<file path="config.mk">
export PLATFORM = sky130hd
export DESIGN_NAME = alien_fleet_ctrl_flat
export DESIGN_NICKNAME = d
export VERILOG_FILES = /design/src/rtl/alien_fleet_if.sv /design/src/rtl/alien_fleet_ctrl.sv /design/src/flat_wrapper.sv
export SDC_FILE = /design/constraint.sdc
export NUM_CORES = 1
export LEC_CHECK = 0
export ABC_AREA = 1
export ABC_CLOCK_PERIOD_IN_PS = 1300
export BUFFER_PORTS_ARGS = -buffer_cell sky130_fd_sc_hd__buf_2
export CORE_UTILIZATION = 32
export DETAILED_ROUTE_END_ITERATION = 10
export MAX_ROUTING_LAYER = met4
export PLACE_DENSITY_LB_ADDON = 0.1
export SLEW_MARGIN = 25
export SYNTH_ARGS = -nofsm -noshare
export SYNTH_HDL_FRONTEND = slang
export SYNTH_SLANG_ARGS = --single-unit
export TNS_END_PERCENT = 50
</file>
<file path="constraint.sdc">
create_clock -name clk -period 1.3 [get_ports clk]
set_clock_uncertainty 0.15 [all_clocks]
set_input_delay 0.065 -clock clk [delete_from_list [all_inputs] [get_ports clk]]
set_output_delay 0.065 -clock clk [all_outputs]
set_load 0.02 [all_outputs]
</file>
<file path="src/rtl/alien_fleet_if.sv">
// Alien movement/fire bundle between the fleet controller (master) and the alien array.
// Carries the pixel position and mode used for frame timing, plus per-alien feedback.
interface alien_fleet_if #(
   parameter int NUM_ALIENS = 9,
   parameter int TIMER_W    = 16
);
   logic [1:0]                    mode;
   logic [9:0]                    xCoord;
   logic [9:0]                    yCoord;
   logic [NUM_ALIENS-1:0]         alien_edge;
   logic [NUM_ALIENS-1:0]         alien_alive;
   logic                          move_left;
   logic                          move_right;
   logic                          move_down;
   logic [NUM_ALIENS*TIMER_W-1:0] shoot_timer;
   logic                          fleet_cleared;

   modport master (
      input  mode, xCoord, yCoord, alien_edge, alien_alive,
      output move_left, move_right, move_down, shoot_timer, fleet_cleared
   );

   modport slave (
      output mode, xCoord, yCoord, alien_edge, alien_alive,
      input  move_left, move_right, move_down, shoot_timer, fleet_cleared
   );
endinterface

</file>
<file path="src/rtl/alien_fleet_ctrl.sv">
// Fleet-level move/fire command generator for the invader aliens, stepped once per frame.
// Define FLEET_RANDOM_SHOOT_EN for LFSR-driven shoot intervals; otherwise timers are fixed.
module alien_fleet_ctrl #(
   parameter int          NUM_ALIENS    = 9,
   parameter int          TIMER_W       = 16,
   parameter int unsigned SHOOT_MIN     = 16'd300,
   parameter logic [15:0] SHOOT_MASK    = 16'h01FF,
   parameter int unsigned SHOOT_STAGGER = 16'd97,
   parameter logic [15:0] LFSR_SEED     = 16'hACE1
) (
   input  logic          clk,
   input  logic          rst,
   alien_fleet_if.master fleet_io
);

   typedef enum logic [2:0] {
      IDLE,
      RIGHT,
      DOWN_R,
      LEFT,
      DOWN_L
   } state_e;

   function automatic logic [NUM_ALIENS*TIMER_W-1:0] init_slices();
      logic [NUM_ALIENS*TIMER_W-1:0] v;
      v = '0;
      for (int i = 0; i < NUM_ALIENS; i++) begin
         v[i*TIMER_W +: TIMER_W] = TIMER_W'(SHOOT_MIN + SHOOT_STAGGER * unsigned'(i));
      end
      return v;
   endfunction

   localparam logic [NUM_ALIENS*TIMER_W-1:0] SLICE_INIT = init_slices();

   state_e state_q, state_d;
   logic   pix0, pix0_q, tick;
   logic   playing, live_edge, any_alive;
   logic   move_left_q, move_right_q, move_down_q;

   assign pix0      = (fleet_io.xCoord == 10'd0) && (fleet_io.yCoord == 10'd0);
   assign tick      = pix0 && !pix0_q;
   assign playing   = (fleet_io.mode == 2'd2);
   assign live_edge = |(fleet_io.alien_edge & fleet_io.alien_alive);
   assign any_alive = |fleet_io.alien_alive;

   // The mode check is outside the tick gate so a pause aborts immediately.
   always_comb begin
      // NOTE: default first so every path assigns state_d and no latch is inferred.
      state_d = state_q;
      if (!playing) begin
         state_d = IDLE;
      end else if (tick && any_alive) begin
         case (state_q)
            IDLE:    state_d = RIGHT;
            RIGHT:   if (live_edge)  state_d = DOWN_R;
            DOWN_R:  if (!live_edge) state_d = LEFT;
            LEFT:    if (live_edge)  state_d = DOWN_L;
            DOWN_L:  if (!live_edge) state_d = RIGHT;
            default: state_d = IDLE;
         endcase
      end
   end

   always_ff @(posedge clk) begin
      // NOTE: synchronous active-high reset; all state uses non-blocking assignments.
      if (rst) begin
         state_q      <= IDLE;
         pix0_q       <= 1'b0;
         move_left_q  <= 1'b0;
         move_right_q <= 1'b0;
         move_down_q  <= 1'b0;
      end else begin
         pix0_q       <= pix0;
         state_q      <= state_d;
         move_right_q <= (state_d == RIGHT);
         move_left_q  <= (state_d == LEFT);
         move_down_q  <= (state_d == DOWN_R) || (state_d == DOWN_L);
      end
   end

   assign fleet_io.move_left     = move_left_q;
   assign fleet_io.move_right    = move_right_q;
   assign fleet_io.move_down     = move_down_q;
   assign fleet_io.fleet_cleared = ~any_alive;

`ifdef FLEET_RANDOM_SHOOT_EN
   localparam int          IDX_W     = (NUM_ALIENS > 1) ? $clog2(NUM_ALIENS) : 1;
   localparam logic [15:0] LFSR_TAPS = 16'hB400;
   localparam logic [15:0] SEED_EFF  = (LFSR_SEED == 16'h0000) ? 16'h0001 : LFSR_SEED;

   logic [15:0]                   lfsr_q, lfsr_d;
   logic [IDX_W-1:0]              idx_q;
   logic [NUM_ALIENS*TIMER_W-1:0] shoot_timer_q;
   logic                          advance;

   // The IDLE->RIGHT entry tick only starts the fleet; refreshes begin on the next tick.
   assign advance = playing && tick && (state_q != IDLE);
   assign lfsr_d  = lfsr_q[0] ? ((lfsr_q >> 1) ^ LFSR_TAPS) : (lfsr_q >> 1);

   always_ff @(posedge clk) begin
      if (rst || !playing) begin
         lfsr_q        <= SEED_EFF;
         idx_q         <= '0;
         shoot_timer_q <= SLICE_INIT;
      end else if (advance) begin
         lfsr_q <= lfsr_d;
         shoot_timer_q[int'(idx_q)*TIMER_W +: TIMER_W] <=
            TIMER_W'(SHOOT_MIN + 32'(lfsr_d & SHOOT_MASK));
         idx_q  <= (idx_q == IDX_W'(NUM_ALIENS - 1)) ? '0 : idx_q + 1'b1;
      end
   end

   assign fleet_io.shoot_timer = shoot_timer_q;
`else
   assign fleet_io.shoot_timer = SLICE_INIT;
`endif

endmodule

</file>
<file path="src/flat_wrapper.sv">
// flat-port wrapper written by rule: the top's interface ports become plain ports
module alien_fleet_ctrl_flat 
#(
   parameter int          NUM_ALIENS    = 9,
   parameter int          TIMER_W       = 16,
   parameter int unsigned SHOOT_MIN     = 16'd300,
   parameter logic [15:0] SHOOT_MASK    = 16'h01FF,
   parameter int unsigned SHOOT_STAGGER = 16'd97,
   parameter logic [15:0] LFSR_SEED     = 16'hACE1
)
  (clk, rst, fleet_io_mode, fleet_io_xCoord, fleet_io_yCoord, fleet_io_alien_edge, fleet_io_alien_alive, fleet_io_move_left, fleet_io_move_right, fleet_io_move_down, fleet_io_shoot_timer, fleet_io_fleet_cleared);
  alien_fleet_if #(.NUM_ALIENS(NUM_ALIENS), .TIMER_W(TIMER_W)) fleet_io_i ();
  input  logic clk;
  input  logic rst;
  input wire logic [$bits(fleet_io_i.mode)-1:0] fleet_io_mode;
  input wire logic [$bits(fleet_io_i.xCoord)-1:0] fleet_io_xCoord;
  input wire logic [$bits(fleet_io_i.yCoord)-1:0] fleet_io_yCoord;
  input wire logic [$bits(fleet_io_i.alien_edge)-1:0] fleet_io_alien_edge;
  input wire logic [$bits(fleet_io_i.alien_alive)-1:0] fleet_io_alien_alive;
  output wire logic [$bits(fleet_io_i.move_left)-1:0] fleet_io_move_left;
  output wire logic [$bits(fleet_io_i.move_right)-1:0] fleet_io_move_right;
  output wire logic [$bits(fleet_io_i.move_down)-1:0] fleet_io_move_down;
  output wire logic [$bits(fleet_io_i.shoot_timer)-1:0] fleet_io_shoot_timer;
  output wire logic [$bits(fleet_io_i.fleet_cleared)-1:0] fleet_io_fleet_cleared;
  assign fleet_io_i.mode = fleet_io_mode;
  assign fleet_io_i.xCoord = fleet_io_xCoord;
  assign fleet_io_i.yCoord = fleet_io_yCoord;
  assign fleet_io_i.alien_edge = fleet_io_alien_edge;
  assign fleet_io_i.alien_alive = fleet_io_alien_alive;
  assign fleet_io_move_left = fleet_io_i.move_left;
  assign fleet_io_move_right = fleet_io_i.move_right;
  assign fleet_io_move_down = fleet_io_i.move_down;
  assign fleet_io_shoot_timer = fleet_io_i.shoot_timer;
  assign fleet_io_fleet_cleared = fleet_io_i.fleet_cleared;
  alien_fleet_ctrl #(.NUM_ALIENS(NUM_ALIENS), .TIMER_W(TIMER_W), .SHOOT_MIN(SHOOT_MIN), .SHOOT_MASK(SHOOT_MASK), .SHOOT_STAGGER(SHOOT_STAGGER), .LFSR_SEED(LFSR_SEED)) u_core (.clk(clk), .rst(rst), .fleet_io(fleet_io_i));
endmodule
</file>
==> results.cfg <==
[die]
fp-row-count = 26
chipHeight_um = 76.3
ios = 190
fp.dieArea_um2 = 5810
fp.dieW_um = 76.3
initial_core_util_pct = 33.9
coreArea_um2 = 5200

[synthesis]
synth_compound_area_share_pct = 2.06
ys_warn_count = 0
synth_top_family_by_area = buffers and inverters
synth_mux_area_share_pct = 0
synthCells = 258
synth_area_um2 = 1760
synthSimpleGateAreaFrac_pct = 25.3
synthXorXnorAreaFrac_pct = 0
synthAdderAreaFrac_pct = 0
syn_area_per_cell_um2 = 6.84
yosysSeqAreaShare_pct = 7.94
synth.distinct_cells = 21
synth_seq_cells = 7

[global_routing]
grt_first_pass_wirelength_mm = 3.82
grt_usage_pct = 8.30
grt_pass1_vias = 913
antenna_found_initial = 0
grt_overflow = 0
grt_max_degree = 6

[status]
violations = negative setup slack
status = finished, violations left

[route]
ant_nets = 0
wl_per_cell_um = 6.95
firstDrtPassIters = 3
routed_wl_mm = 2.70
via_count = 1252
drt_iter0_drc = 12
viasPerCell = 3.23
drc = 0

[hold_path]
holdPathStages = 6
min_path_type = in -> reg

[sta]
rsz0062_at_grt = true
tns_ps = -77.2
period_share_pct = 105
worst_slack_ps = -64.5
finalHoldWorstSlack_ps = 106
setup_viol = 3
slew_violations = 0
hold_viol_final = 0
fmax_mhz = 733
min_period_ps = 1360

[finish]
seqCellArea_um2 = 146
postLayoutCellArea_um2 = 1730
drive_above_1_share_pct = 29.9
synthToLayoutAreaGrowth_pct = -2.13
num-nets-final = 361
layout_common_cells = 144 x conb_1, 45 x buf_2, 30 x nand2_1
antenna_cells = 0
n_fill_cell = 620
final_common_cell = conb_1
multi_input_area_um2 = 1060

[setup_path]
crit_type = reg -> reg
crit_fanout = 4
cp-end-kind = register
crit_path_max_incr_delay_ps = 360
critical-path-top-delay-family = simple AND/OR/NAND/NOR gates
path_cells = inv_1 -> nor2_2 -> nor2_1 -> nand2_1 -> nand3_1 -> nand2_1 -> nor2_2 -> inv_2 -> nand2_2 -> nand2_1 -> nor2_2
r2r_cells = 11
cp_num_buf_inv = 2
required_ps = 1270
cp-start-kind = register
cp_slowest_cell = dfxtp_2
path_depth = 11
arrival_ps = 1330

[clocking]
ctsLongestPathBuffers = 2
h-tree-depth = 1
cts_tree = yes
clock_sinks = 7
cts-root-buf = clkbuf_8
cts-buffers-inserted = 3
clk_latency_ps = 230
path_clk_slew_ps = 40

[placed_design]
place_congestion = 0.733
post_dp_cell_area_um2 = 1600
post-dp-hpwl_mm = 2.42
io_buffers = 45
pre_cts_ws_ps = -144

[power_and_ir_drop]
power.leakage_nw = 1.02
total_power_mw = 1.01
p_per_area_nw_per_um2 = 585
irDropWorstVdd_v = 0.000235

[flow_run]
max-cap-violations = 0
-- kinds of logic (layout without fill, tap and decap cells) --
group | Yosys count | in the layout
AND/OR/NAND/NOR | 86 | 86
flip-flops | 7 | 7
AO/OA/AOI/OAI | 6 | 6
other | 2 | 144
buffers and inverters | 157 | 75
-- state kept, by name (all words and copies together), names as in the netlist --
signal,cells
u_core.state_q,3
u_core.fleet_io.move_down,1
u_core.pix0_q,1
u_core.fleet_io.move_right,1
u_core.fleet_io.move_left,1
-- Yosys cell counts --
master | number | area, um^2
o211ai_1 | 1 | 7.51
o21a_2 | 1 | 8.76
nand4_1 | 1 | 6.26
buf_4 | 145 | 1090
nor3_1 | 3 | 15.0
conb_1 | 2 | 7.51
dfxtp_1 | 7 | 140
nor2_1 | 23 | 86.3
nand3_2 | 3 | 30.0
nand3_1 | 9 | 45.0
nor2_4 | 4 | 45.0
inv_2 | 2 | 7.51
nand3_4 | 1 | 17.5
a21oi_1 | 2 | 10.0
nand2_2 | 3 | 18.8
o21ai_1 | 2 | 10.0
inv_1 | 10 | 37.5
nand3b_4 | 1 | 20.0
nand2_1 | 30 | 113
and2_1 | 1 | 6.26
nor2_2 | 7 | 43.8
-- through the flow --
stage | std cells | util [%]
6_report | 388 | 33.2
5_1_grt | 388 | 33.2
4_1_cts | 388 | 32.9
3_5_place_dp | 380 | 30.8
3_3_place_gp | 380 | 30.8
2_1_floorplan | 400 | -
-- final cells by class --
type,instances,area share [%]
Clock buffer,4,2.61
Inverter,12,2.61
Multi-Input combinational cell,236,61.5
Sequential cell,7,8.48
Tap cell,70,5.07
Timing Repair Buffer,59,19.7
-- tightest hold or removal path, delay by kind of cell --
family / cells / cell delay [ps]
simple gates: 4 / 230
buf+inv: 2 / 150
-- what timing repair did --
item	in CTS	in global routing
setup buffers	3	0
gates resized for setup	12	4
hold endpoints to repair	3	0
setup endpoints to repair	4	5
pin swaps	8	5
hold buffers	1	0
-- report_power, final --
group / internal (mW) / leakage (nW) / switching [mW]
registers: 0.214 / 0.0582 / 0.0000000573
clock network: 0.212 / 0.0228 / 0.0960
logic: 0.0640 / 0.936 / 0.424
total: 0.490 / 1.02 / 0.520
-- worst paths after layout --
| check | from | end | slack (ps) |
|---|---|---|---|
| setup reg to reg | u_core.state_q[2] | u_core.fleet_io.move_down | -60 |
| setup / recovery | u_core.state_q[2] | u_core.fleet_io.move_down | -60 |
| hold / removal | fleet_io_mode[0] | u_core.state_q[2] | 110 |
| hold reg to reg | u_core.pix0_q | u_core.fleet_io.move_down | 600 |
-- layer usage --
layer | global-route usage [%] | up-vias | share of wire (%)
li1 | - | 618 | -
met1 | 7.77 | 531 | 33
met2 | 16.5 | 101 | 55
met3 | 1.32 | 2 | 11
met4 | 3.46 | 0 | 0.74
met5 | - | - | 0
Note: power is estimated with default switching activity, not from simulation.
